[src/rtl/inst_fetch_queue_if.sv]
// -----------------------------------------------------------------------------
// inst_fetch_queue_if
// Groups the handshake and bus signals of the instruction-fetch queue.
//   PC side     : pc_addr, redirect (to fetch), pc_stall (from fetch)
//   Memory side : imem_req_valid/imem_req_addr (from fetch), imem_req_ready,
//                 imem_rsp_valid, imem_rsp_data (to fetch)
//   Decode side : out_valid/out_addr/out_inst (from fetch), out_ready (to fetch)
// Optional macro FETCH_MISALIGN_CHECK_EN adds out_misalign (from fetch).
// Modports: master = the fetch queue, slave = its environment (PC/mem/decode).
// -----------------------------------------------------------------------------
interface inst_fetch_queue_if #(
   parameter int AW = 32,
   parameter int IW = 32
);
   logic [AW-1:0] pc_addr;
   logic          redirect;
   logic          pc_stall;
   logic          imem_req_valid;
   logic [AW-1:0] imem_req_addr;
   logic          imem_req_ready;
   logic          imem_rsp_valid;
   logic [IW-1:0] imem_rsp_data;
   logic          out_valid;
   logic          out_ready;
   logic [AW-1:0] out_addr;
   logic [IW-1:0] out_inst;
`ifdef FETCH_MISALIGN_CHECK_EN
   logic          out_misalign;
`endif

   modport master (
      input  pc_addr, redirect, imem_req_ready, imem_rsp_valid, imem_rsp_data,
             out_ready,
      output pc_stall, imem_req_valid, imem_req_addr, out_valid, out_addr,
             out_inst
`ifdef FETCH_MISALIGN_CHECK_EN
      , output out_misalign
`endif
   );

   modport slave (
      output pc_addr, redirect, imem_req_ready, imem_rsp_valid, imem_rsp_data,
             out_ready,
      input  pc_stall, imem_req_valid, imem_req_addr, out_valid, out_addr,
             out_inst
`ifdef FETCH_MISALIGN_CHECK_EN
      , input out_misalign
`endif
   );
endinterface

[src/rtl/inst_fetch_queue.sv]
// -----------------------------------------------------------------------------
// inst_fetch_queue
// Fetch stage between the program counter and decode. Issues in-order reads
// to instruction memory for the current PC, pairs each returned word with its
// address and buffers the {addr, inst} pairs in a small FIFO for decode.
// The PC is held (pc_stall) unless a request is accepted; a branch redirect
// empties the FIFO and discards responses still in flight.
// Ports:
//   clk   : rising-edge clock
//   rst_n : asynchronous active-low reset
//   bus   : inst_fetch_queue_if.master (PC, memory and decode handshakes)
// Optional macro FETCH_MISALIGN_CHECK_EN: a PC with addr[1:0] != 0 is not
// fetched; an entry {pc, 0, misalign=1} is queued instead (out_misalign).
// -----------------------------------------------------------------------------
module inst_fetch_queue #(
   parameter int INST_MEMORY_ADDRESS_WIDTH = 32,
   parameter int INST_WIDTH                = 32,
   parameter int QUEUE_DEPTH               = 4,
   parameter int MAX_OUTSTANDING           = 2
) (
   input  logic               clk,
   input  logic               rst_n,
   inst_fetch_queue_if.master bus
);
   localparam int AW = INST_MEMORY_ADDRESS_WIDTH;
   localparam int IW = INST_WIDTH;
   localparam int PW = $clog2(QUEUE_DEPTH);
   localparam int CW = PW + 1;
   localparam int OW = $clog2(MAX_OUTSTANDING + 1);
   localparam int QW = (MAX_OUTSTANDING > 1) ? $clog2(MAX_OUTSTANDING) : 1;
   localparam int SW = CW + OW;

   typedef enum logic {RUN, FLUSH} state_t;

   state_t        state_q, state_d;
   logic [PW-1:0] wrPtr_q, wrPtr_d, rdPtr_q, rdPtr_d;
   logic [CW-1:0] fifoCount_q, fifoCount_d;
   logic [OW-1:0] outstanding_q, outstanding_d;
   logic [OW-1:0] dropCnt_q, dropCnt_d;
   logic [QW-1:0] aqHead_q, aqHead_d, aqTail_q, aqTail_d;
   logic [AW-1:0] holdAddr_q, holdAddr_d;
   logic [IW-1:0] holdInst_q, holdInst_d;

   logic [AW-1:0] aqAddr_q   [MAX_OUTSTANDING];
   logic [AW-1:0] fifoAddr_q [QUEUE_DEPTH];
   logic [IW-1:0] fifoInst_q [QUEUE_DEPTH];

`ifdef FETCH_MISALIGN_CHECK_EN
   logic          fifoMis_q  [QUEUE_DEPTH];
   logic          holdMis_q, holdMis_d;
`endif

   logic          misalign, running, haveCredit;
   logic          reqValid, reqFire, rspPush, misPush, fifoPush, fifoPop;
   logic          fifoEmpty, pcStall;
   logic [AW-1:0] pushAddr;
   logic [IW-1:0] pushInst;
   logic [SW-1:0] occupancy;
   logic [OW-1:0] pending;

   // The address queue depth need not be a power of two, so wrap explicitly.
   function automatic logic [QW-1:0] aqNext(input logic [QW-1:0] p);
      if (p == QW'(MAX_OUTSTANDING - 1)) return '0;
      else                               return p + QW'(1);
   endfunction

   // Request/response qualification and PC back-pressure. A FIFO credit is
   // reserved for every request in flight so responses can always be pushed.
   // A misaligned entry is only queued once nothing is in flight, otherwise it
   // would overtake older fetches still on their way back from memory.
   always_comb begin
      misalign = 1'b0;
`ifdef FETCH_MISALIGN_CHECK_EN
      misalign = (bus.pc_addr[1:0] != 2'b00);
`endif
      fifoEmpty  = (fifoCount_q == '0);
      occupancy  = SW'(fifoCount_q) + SW'(outstanding_q);
      haveCredit = (occupancy < SW'(QUEUE_DEPTH));
      running    = rst_n && (state_q == RUN) && !bus.redirect;
      reqValid   = running && haveCredit && !misalign &&
                   (outstanding_q < OW'(MAX_OUTSTANDING));
      reqFire    = reqValid && bus.imem_req_ready;
      misPush    = running && misalign && haveCredit && (outstanding_q == '0);
      rspPush    = running && bus.imem_rsp_valid && (outstanding_q != '0);
      fifoPush   = rspPush || misPush;
      fifoPop    = !fifoEmpty && bus.out_ready && !bus.redirect;
      pushAddr   = misPush ? bus.pc_addr : aqAddr_q[aqHead_q];
      pushInst   = misPush ? '0 : bus.imem_rsp_data;

      if (!rst_n)                 pcStall = 1'b1;
      else if (bus.redirect)      pcStall = 1'b0;
      else if (state_q == FLUSH)  pcStall = 1'b1;
      else                        pcStall = !(reqFire || misPush);
   end

   // Next-state logic for the FSM, the address queue, the FIFO pointers and
   // the drop counter. In RUN drop_cnt is zero and in FLUSH nothing is
   // outstanding, so their sum is the number of responses still in flight.
   always_comb begin
      state_d       = state_q;
      dropCnt_d     = dropCnt_q;
      outstanding_d = outstanding_q;
      aqHead_d      = aqHead_q;
      aqTail_d      = aqTail_q;
      wrPtr_d       = wrPtr_q;
      rdPtr_d       = rdPtr_q;
      fifoCount_d   = fifoCount_q;
      pending       = dropCnt_q + outstanding_q;

      if (bus.redirect) begin
         dropCnt_d     = (bus.imem_rsp_valid && pending != '0) ? pending - OW'(1) : pending;
         state_d       = (dropCnt_d != '0) ? FLUSH : RUN;
         outstanding_d = '0;
         aqHead_d      = '0;
         aqTail_d      = '0;
         wrPtr_d       = '0;
         rdPtr_d       = '0;
         fifoCount_d   = '0;
      end else begin
         case (state_q)
            RUN: begin
               outstanding_d = outstanding_q + OW'(reqFire) - OW'(rspPush);
               if (reqFire) aqTail_d = aqNext(aqTail_q);
               if (rspPush) aqHead_d = aqNext(aqHead_q);
            end
            FLUSH: begin
               if (dropCnt_q == '0) begin
                  state_d = RUN;
               end else if (bus.imem_rsp_valid) begin
                  dropCnt_d = dropCnt_q - OW'(1);
                  if (dropCnt_q == OW'(1)) state_d = RUN;
               end
            end
            default: state_d = RUN;
         endcase
         if (fifoPush) wrPtr_d = wrPtr_q + PW'(1);
         if (fifoPop)  rdPtr_d = rdPtr_q + PW'(1);
         fifoCount_d = fifoCount_q + CW'(fifoPush) - CW'(fifoPop);
      end
   end

   // The hold registers track the head on display so an empty FIFO keeps
   // showing the last presented entry rather than a stale storage slot.
   always_comb begin
      holdAddr_d = fifoEmpty ? holdAddr_q : fifoAddr_q[rdPtr_q];
      holdInst_d = fifoEmpty ? holdInst_q : fifoInst_q[rdPtr_q];
`ifdef FETCH_MISALIGN_CHECK_EN
      holdMis_d  = fifoEmpty ? holdMis_q : fifoMis_q[rdPtr_q];
`endif
   end

   // Control state register with asynchronous active-low reset.
   always_ff @(posedge clk or negedge rst_n) begin
      if (!rst_n) begin
         state_q       <= RUN;
         dropCnt_q     <= '0;
         outstanding_q <= '0;
         aqHead_q      <= '0;
         aqTail_q      <= '0;
         wrPtr_q       <= '0;
         rdPtr_q       <= '0;
         fifoCount_q   <= '0;
         holdAddr_q    <= '0;
         holdInst_q    <= '0;
`ifdef FETCH_MISALIGN_CHECK_EN
         holdMis_q     <= 1'b0;
`endif
      end else begin
         state_q       <= state_d;
         dropCnt_q     <= dropCnt_d;
         outstanding_q <= outstanding_d;
         aqHead_q      <= aqHead_d;
         aqTail_q      <= aqTail_d;
         wrPtr_q       <= wrPtr_d;
         rdPtr_q       <= rdPtr_d;
         fifoCount_q   <= fifoCount_d;
         holdAddr_q    <= holdAddr_d;
         holdInst_q    <= holdInst_d;
`ifdef FETCH_MISALIGN_CHECK_EN
         holdMis_q     <= holdMis_d;
`endif
      end
   end

   // Data storage needs no reset: entries are only read while counted valid.
   always_ff @(posedge clk) begin
      if (fifoPush) begin
         fifoAddr_q[wrPtr_q] <= pushAddr;
         fifoInst_q[wrPtr_q] <= pushInst;
`ifdef FETCH_MISALIGN_CHECK_EN
         fifoMis_q[wrPtr_q]  <= misPush;
`endif
      end
      if (reqFire) aqAddr_q[aqTail_q] <= bus.pc_addr;
   end

   assign bus.pc_stall       = pcStall;
   assign bus.imem_req_valid = reqValid;
   assign bus.imem_req_addr  = bus.pc_addr;
   assign bus.out_valid      = !fifoEmpty;
   assign bus.out_addr       = fifoEmpty ? holdAddr_q : fifoAddr_q[rdPtr_q];
   assign bus.out_inst       = fifoEmpty ? holdInst_q : fifoInst_q[rdPtr_q];
`ifdef FETCH_MISALIGN_CHECK_EN
   assign bus.out_misalign   = fifoEmpty ? holdMis_q : fifoMis_q[rdPtr_q];
`endif
endmodule

[src/flat_wrapper.sv]
// flat-port wrapper written by rule: the top's interface ports become plain ports
module inst_fetch_queue_flat 
#(
   parameter int INST_MEMORY_ADDRESS_WIDTH = 32,
   parameter int INST_WIDTH                = 32,
   parameter int QUEUE_DEPTH               = 4,
   parameter int MAX_OUTSTANDING           = 2
)
  (clk, rst_n, bus_pc_addr, bus_redirect, bus_imem_req_ready, bus_imem_rsp_valid, bus_imem_rsp_data, bus_out_ready, bus_pc_stall, bus_imem_req_valid, bus_imem_req_addr, bus_out_valid, bus_out_addr, bus_out_inst);
  inst_fetch_queue_if #(.AW((32)), .IW((32))) bus_i ();
  input  logic clk;
  input  logic rst_n;
  input wire logic [$bits(bus_i.pc_addr)-1:0] bus_pc_addr;
  input wire logic [$bits(bus_i.redirect)-1:0] bus_redirect;
  input wire logic [$bits(bus_i.imem_req_ready)-1:0] bus_imem_req_ready;
  input wire logic [$bits(bus_i.imem_rsp_valid)-1:0] bus_imem_rsp_valid;
  input wire logic [$bits(bus_i.imem_rsp_data)-1:0] bus_imem_rsp_data;
  input wire logic [$bits(bus_i.out_ready)-1:0] bus_out_ready;
  output wire logic [$bits(bus_i.pc_stall)-1:0] bus_pc_stall;
  output wire logic [$bits(bus_i.imem_req_valid)-1:0] bus_imem_req_valid;
  output wire logic [$bits(bus_i.imem_req_addr)-1:0] bus_imem_req_addr;
  output wire logic [$bits(bus_i.out_valid)-1:0] bus_out_valid;
  output wire logic [$bits(bus_i.out_addr)-1:0] bus_out_addr;
  output wire logic [$bits(bus_i.out_inst)-1:0] bus_out_inst;
  assign bus_i.pc_addr = bus_pc_addr;
  assign bus_i.redirect = bus_redirect;
  assign bus_i.imem_req_ready = bus_imem_req_ready;
  assign bus_i.imem_rsp_valid = bus_imem_rsp_valid;
  assign bus_i.imem_rsp_data = bus_imem_rsp_data;
  assign bus_i.out_ready = bus_out_ready;
  assign bus_pc_stall = bus_i.pc_stall;
  assign bus_imem_req_valid = bus_i.imem_req_valid;
  assign bus_imem_req_addr = bus_i.imem_req_addr;
  assign bus_out_valid = bus_i.out_valid;
  assign bus_out_addr = bus_i.out_addr;
  assign bus_out_inst = bus_i.out_inst;
  inst_fetch_queue #(.INST_MEMORY_ADDRESS_WIDTH(INST_MEMORY_ADDRESS_WIDTH), .INST_WIDTH(INST_WIDTH), .QUEUE_DEPTH(QUEUE_DEPTH), .MAX_OUTSTANDING(MAX_OUTSTANDING)) u_core (.clk(clk), .rst_n(rst_n), .bus(bus_i));
endmodule
[config.mk]
export PLATFORM = sky130hd
export DESIGN_NAME = inst_fetch_queue_flat
export DESIGN_NICKNAME = d
export VERILOG_FILES = /design/src/rtl/inst_fetch_queue_if.sv /design/src/rtl/inst_fetch_queue.sv /design/src/flat_wrapper.sv
export SDC_FILE = /design/constraint.sdc
export NUM_CORES = 1
export LEC_CHECK = 0
export BUFFER_PORTS_ARGS = -buffer_cell sky130_fd_sc_hd__buf_2
export CAP_MARGIN = 20
export CORE_MARGIN = 5
export CORE_UTILIZATION = 60
export CTS_CLUSTER_SIZE = 10
export DETAILED_ROUTE_END_ITERATION = 8
export GPL_TIMING_DRIVEN = 1
export PLACE_DENSITY = 0.84
export SYNTH_ARGS = -nofsm -noshare
export SYNTH_HDL_FRONTEND = slang
export SYNTH_SLANG_ARGS = --single-unit
[constraint.sdc]
create_clock -name clk -period 4.7 [get_ports clk]
set_input_delay 0.94 -clock clk [delete_from_list [all_inputs] [get_ports clk]]
set_output_delay 0.94 -clock clk [all_outputs]
set_load 0.01 [all_outputs]
# After elaboration in Yosys (flattened, before gate mapping)
# Memories as Yosys holds them, arrays and structs flattened.
# Index checks and enable logic that the tools add are counted.
# Widths: inputs -> output; s select.
dict set report op_classes {
  add_sub_neg 12
  n_lt_le_gt_ge 2
  n_eq_ne 3
  muxes 35
  bitwise_logic 1
  reduce_logical 26
}
# op n
set op_table {}
lappend op_table {{$mux 32} 2}
lappend op_table {{$mux 2} 11}
lappend op_table {{$mux 1} 21}
lappend op_table {{$reduce_bool 2->1} 8}
lappend op_table {{$logic_and 1x1->1} 10}
lappend op_table {{$lt 5x3->1 const B} 1}
lappend op_table {{$add 2x1->2 const B} 2}
lappend op_table {{$add 3x2->4} 1}
lappend op_table {{$ne 2x2->1 const B} 2}
lappend op_table {{$reduce_and 2->1} 2}
lappend op_table {{$sub 2x1->2 const B} 2}
lappend op_table {{$add 3x1->3} 1}
lappend op_table {{$logic_not 1->1} 3}
lappend op_table {{$logic_not 3->1} 1}
lappend op_table {{$mux 3} 1}
lappend op_table {{$reduce_and 3->1} 1}
lappend op_table {{$sub 3x1->3} 1}
lappend op_table {{$add 1x1->1 const B} 2}
lappend op_table {{$add 2x1->2} 1}
lappend op_table {{$add 2x2->2} 1}
lappend op_table {{$eq 2x1->1 const B} 1}
lappend op_table {{$logic_not 2->1} 1}
lappend op_table {{$lt 2x2->1 const B} 1}
lappend op_table {{$sub 2x1->2} 1}
lappend op_table {{$not 1->1} 1}
dict set report totals {
  register_bits 78
  ramBits 320
  inputBits 70
  out_inout_bits 99
  elab_cells 92
  n_memories 3
}
# memory words word_bits read_ports rd_ports_with_merged_regs write_ports line_no
set mem_list {}
lappend mem_list {u_core.fifoAddr_q 4 32 1 0 1 inst_fetch_queue.sv:45} ;# logic [AW-1:0] fifoAddr_q [QUEUE_DEPTH];
lappend mem_list {u_core.fifoInst_q 4 32 1 0 1 inst_fetch_queue.sv:46} ;# logic [IW-1:0] fifoInst_q [QUEUE_DEPTH];
lappend mem_list {u_core.aqAddr_q 2 32 1 0 1 inst_fetch_queue.sv:44} ;# logic [AW-1:0] aqAddr_q [MAX_OUTSTANDING];

# Longest topological paths before layout
dict set report depth {
  ltp_word 10
  ltp_mapped 11
  mapped_depth_nobuf 10
}

# Worst setup path before layout
# Ideal clock, no wire load.
dict set report synth_path {
  kind {input -> register}
  from {input bus_redirect}
  to {memory u_core.fifoAddr_q[0][0], enable pin}
  setup_ns 0.429
  t_arrival_ns 2.823
  t_required_ns 4.271
  path_slack_ns 1.448
  cell_stages 2
  n_path_buf 0
  path_cell_list {and4bb_2 and3_1}
}
dict set report synth_between {
  elab_chain_len 6
}
# element line_no
set synth_rtl {}
lappend synth_rtl {{start: declaration} flat_wrapper.sv:14} ;# input wire logic [$bits(bus_i.redirect)-1:0] bus_redirect;
lappend synth_rtl {{$logic_not 1->1} inst_fetch_queue.sv:79} ;# running = rst_n && (state_q == RUN) && !bus.redirect;
lappend synth_rtl {{$logic_and 1x1->1} inst_fetch_queue.sv:79}
lappend synth_rtl {{$logic_and 1x1->1 (2 in series)} inst_fetch_queue.sv:84} ;# rspPush = running && bus.imem_rsp_valid && (outstanding_q != '0);
lappend synth_rtl {{$mux 1} inst_fetch_queue.sv:187} ;# if (fifoPush) begin
lappend synth_rtl {{$mux 1 (not written as such)} inst_fetch_queue.sv:188} ;# fifoAddr_q[wrPtr_q] <= pushAddr;
lappend synth_rtl {{end: declaration} inst_fetch_queue.sv:45}
# Every way passes these cells.

# Final worst setup path
dict set report layout_path {
  from {register u_core.rdPtr_q[0]}
  to {output bus_out_inst[22]}
}
dict set report layout_between {
  elab_chain_len 2
}
# element line_no
set layout_rtl {}
lappend layout_rtl {{start: declaration} inst_fetch_queue.sv:36} ;# logic [PW-1:0] wrPtr_q, wrPtr_d, rdPtr_q, rdPtr_d;
lappend layout_rtl {{start signal: assignment} inst_fetch_queue.sv:175} ;# rdPtr_q <= rdPtr_d;
lappend layout_rtl {{$mem_v2 4x32} --}
lappend layout_rtl {{$mux 32} inst_fetch_queue.sv:202} ;# assign bus.out_inst = fifoEmpty ? holdInst_q : fifoInst_q[rdPtr_q];
lappend layout_rtl {{end: declaration} flat_wrapper.sv:24} ;# output wire logic [$bits(bus_i.out_inst)-1:0] bus_out_inst;
# Every way passes these cells.

==> impl_metrics.yaml <==
setup_path:
  cp_cell_sequence: "buf_4 > mux4_2 > mux2_4 > buf_2"
  r2r_setup_slack_ns: 1.90
  crit_arrival_ns: 2.76
  max_stage_delay_ns: 0.85
  cp_num_buf_inv: 2
  crit_family: "flip-flops"
  worstSetupPathType: "reg -> out"
  worstSetupStartpointType: "flip-flop"
  critPathSlowestCell: "dfrtp_4"
  end_kind: "output port"
  crit_required_ns: 3.76
  cp_max_fo: 31
clocking:
  cts_setup_buffers: 0
  clkTransAtPathRegs_ns: 0.05
  cts_sinks: 398
  cts_hold_buf: 0
  cts_htree_levels: 2
  cts_tree: "done"
  cts.repair.resized: 0
  clockRootBuffer: "clkbuf_16"
  cts.path.max_buffers: 3
  clkLatencyLatePin_ns: 0.54
  tritoncts.num_buffers: 46
final_layout:
  final_util_pct: 69.84
  syn_to_final_growth_pct: 14.88
  final_cell_mix: "edfxtp_1, buf_2, dfrtp_1"
  final_net_count: 956
  final_common_cell: "edfxtp_1"
  drive_gt1_share_pct: 42.24
  final_area_mm2: 0.01754
sta:
  fin_tns_setup_ns: 0
  fmax_ghz: 0.2702
  slew_violations: 0
  slew_headroom_pct: 29.41
  tightest_slew_ns: 1.059
  period_share_pct: 78.73
  setup_viol: 0
  hold_violations: 0
  fin_crit_ns: 3.700
  clock-skew-final_ns: 0.01666
  rsz0062_at_grt: "false"
  worst_hold_slack_ns: 0.2559
hold_path:
  hold_path_class: "in -> async"
status:
  status: "completed"
synth:
  synth_top_cells_by_area: "edfxtp_1, dfrtp_1, mux4_2, mux2_2, mux2_4"
  yosysSeqAreaShare_pct: 75.74
  ys_ff_latch: 398
  synth_top_area_share_pct: 62.95
  yosys.area_share.adder_pct: 1.197
  synth_nets: 795
  syn_area_per_cell_um2: 21.47
  netlist_instances: 711
  ys_warn_count: 0
  synth-simple-area-share_pct: 1.598
  ys_types: 44
  synth_top_family_by_area: "multiplexers"
  synth_top_cell_by_area: "edfxtp_1"
  synth-compound-area-share_pct: 0.7049
  synthXorXnorAreaFrac_pct: 0.3770
  syn_area_mm2: 0.01526
  muxShareOfSynthArea_pct: 17.30
flow_run:
  cap_viol_max_count: 0
drt:
  vias: 7003
  drc_errors: 0
  drtIter0Drc: 501
  routed_wl_um: 27050
  firstDrtPassIters: 4
  ant_nets: 0
  vias_per_cell: 5.643
  post_drt_wl_per_cell_um: 21.80
global_route:
  grt_pass1_wl_um: 42750
  grt_usage_pct: 19.33
  antenna_found_initial: 2
  grt_pass1_vias: 7681
  overflow: 0
  grt_max_degree: 66
floorplan:
  ios: 169
  coreArea_mm2: 0.02511
  die-area_mm2: 0.02873
  fp.dieW_um: 169.5
  die_y_um: 169.5
  rows: 58
  start_util_pct: 60.79
power_and_ir_drop:
  power_leakage_nw: 6.230
  p_per_area_mw_per_mm2: 558.8
  peakVddDrop_mv: 0.4704
place:
  globalplace.congestion: 0.7149
  io_buffer_count: 168
  post_dp_cell_area_mm2: 0.01618
  place_hpwl_um: 15440
[routing by layer]
| layer | track usage [%] | share of wire (%) | wire (um) |
|---|---|---|---|
| met2 | 31.96 | 50 | 13630 |
| met5 | 0 | 0.026 | 7 |
| met4 | 4.865 | 1.5 | 408 |
| met3 | 4.403 | 6.2 | 1686 |
| met1 | 26.73 | 42 | 11310 |
[synth_stat cells, drive strengths merged]
cell type and count:
a21o 1, a21oi 4, a22oi 1, a41o 1, and2 1, and3 7, and4bb 1, buf 53
clkbuf 7, dfrtp 78, edfxtp 320, fa 1, ha 13, inv 11, mux2 98, mux2i 2
mux4 64, nand2 2, nand2b 1, nand3 3, nand3b 4, nand4 1, nand4b 1, nand4bb 1
nor2 9, nor2b 3, nor3 1, nor3b 1, nor4 1, o21ai 8, o22ai 1, o311ai 1
o31ai 1, or2 1, or3 3, xnor2 1, xnor3 1, xor2 3
[worst reg2reg max path: stages, from the launching register on]
cell     delay [ns]
dfrtp_1        0.45
ha_1           0.22
nor4_1         0.53
nand4_1        0.33
nor2_4         0.87
[worst paths after layout]
kind,cells past startpoint,end,from
min in group clk,1,u_core.holdAddr_q[22]$_DFF_PN0_,u_core.holdAddr_q[22]$_DFF_PN0_
max in group asynchronous,3,u_core.rdPtr_q[1]$_DFFE_PN0P_,rst_n
hold reg to reg,1,u_core.holdAddr_q[22]$_DFF_PN0_,u_core.holdAddr_q[22]$_DFF_PN0_
setup reg to reg,4,u_core.aqAddr_q[0][20]$_DFFE_PP_,u_core.outstanding_q[1]$_DFFE_PN0P_
hold / removal,1,u_core.state_q$_DFF_PN0_,rst_n
setup / recovery,4,bus_out_inst[22],u_core.rdPtr_q[0]$_DFFE_PN0P_
[power by group]
part | switching, mW | internal (mW)
sequential | 0.199 | 4.17
combinational | 1.12 | 1.18
clock | 1.28 | 1.86
total | 2.60 | 7.20
[cell type report]
type | count | area [um^2]
well taps | 330 | 412.9
repair buffers | 173 | 905.9
multi-input cells | 242 | 3266
clock inverters | 4 | 42.54
diodes | 2 | 5.005
fillers | 1529 | 7574
clock buffers | 81 | 1292
flip-flops and latches | 398 | 11570
inverters | 11 | 41.29
[stage by stage]
stage          instances  setup slack (ns)  total power [mW]
6_report            1241            0.9995             9.799
5_1_grt             1240            0.7991             10.28
4_1_cts             1238            0.9031             9.911
3_5_place_dp        1153             1.475             6.744
3_3_place_gp        1153             1.551             6.647
2_1_floorplan        711             1.448             5.986
[state kept, by name, indices dropped and copies added, names as in the netlist]
register,cells
u_core.aqTail_q,1
u_core.fifoCount_q,3
u_core.holdInst_q,32
u_core.wrPtr_q,2
u_core.aqHead_q,1
u_core.outstanding_q,2
u_core.aqAddr_q,64
u_core.fifoAddr_q,128
u_core.fifoInst_q,128
u_core.rdPtr_q,2
u_core.holdAddr_q,32
u_core.state_q,1
u_core.dropCnt_q,2
[kinds of logic after synthesis]
logic type	count (synthesis)
muxes	164
xor gates and xnor gates	5
adders and majority gates	14
and+or+nand+nor	41
DFF	398
AOI/OAI and AO/OA	18
buffers and inverters	71
(Power assumes the default switching activity.)
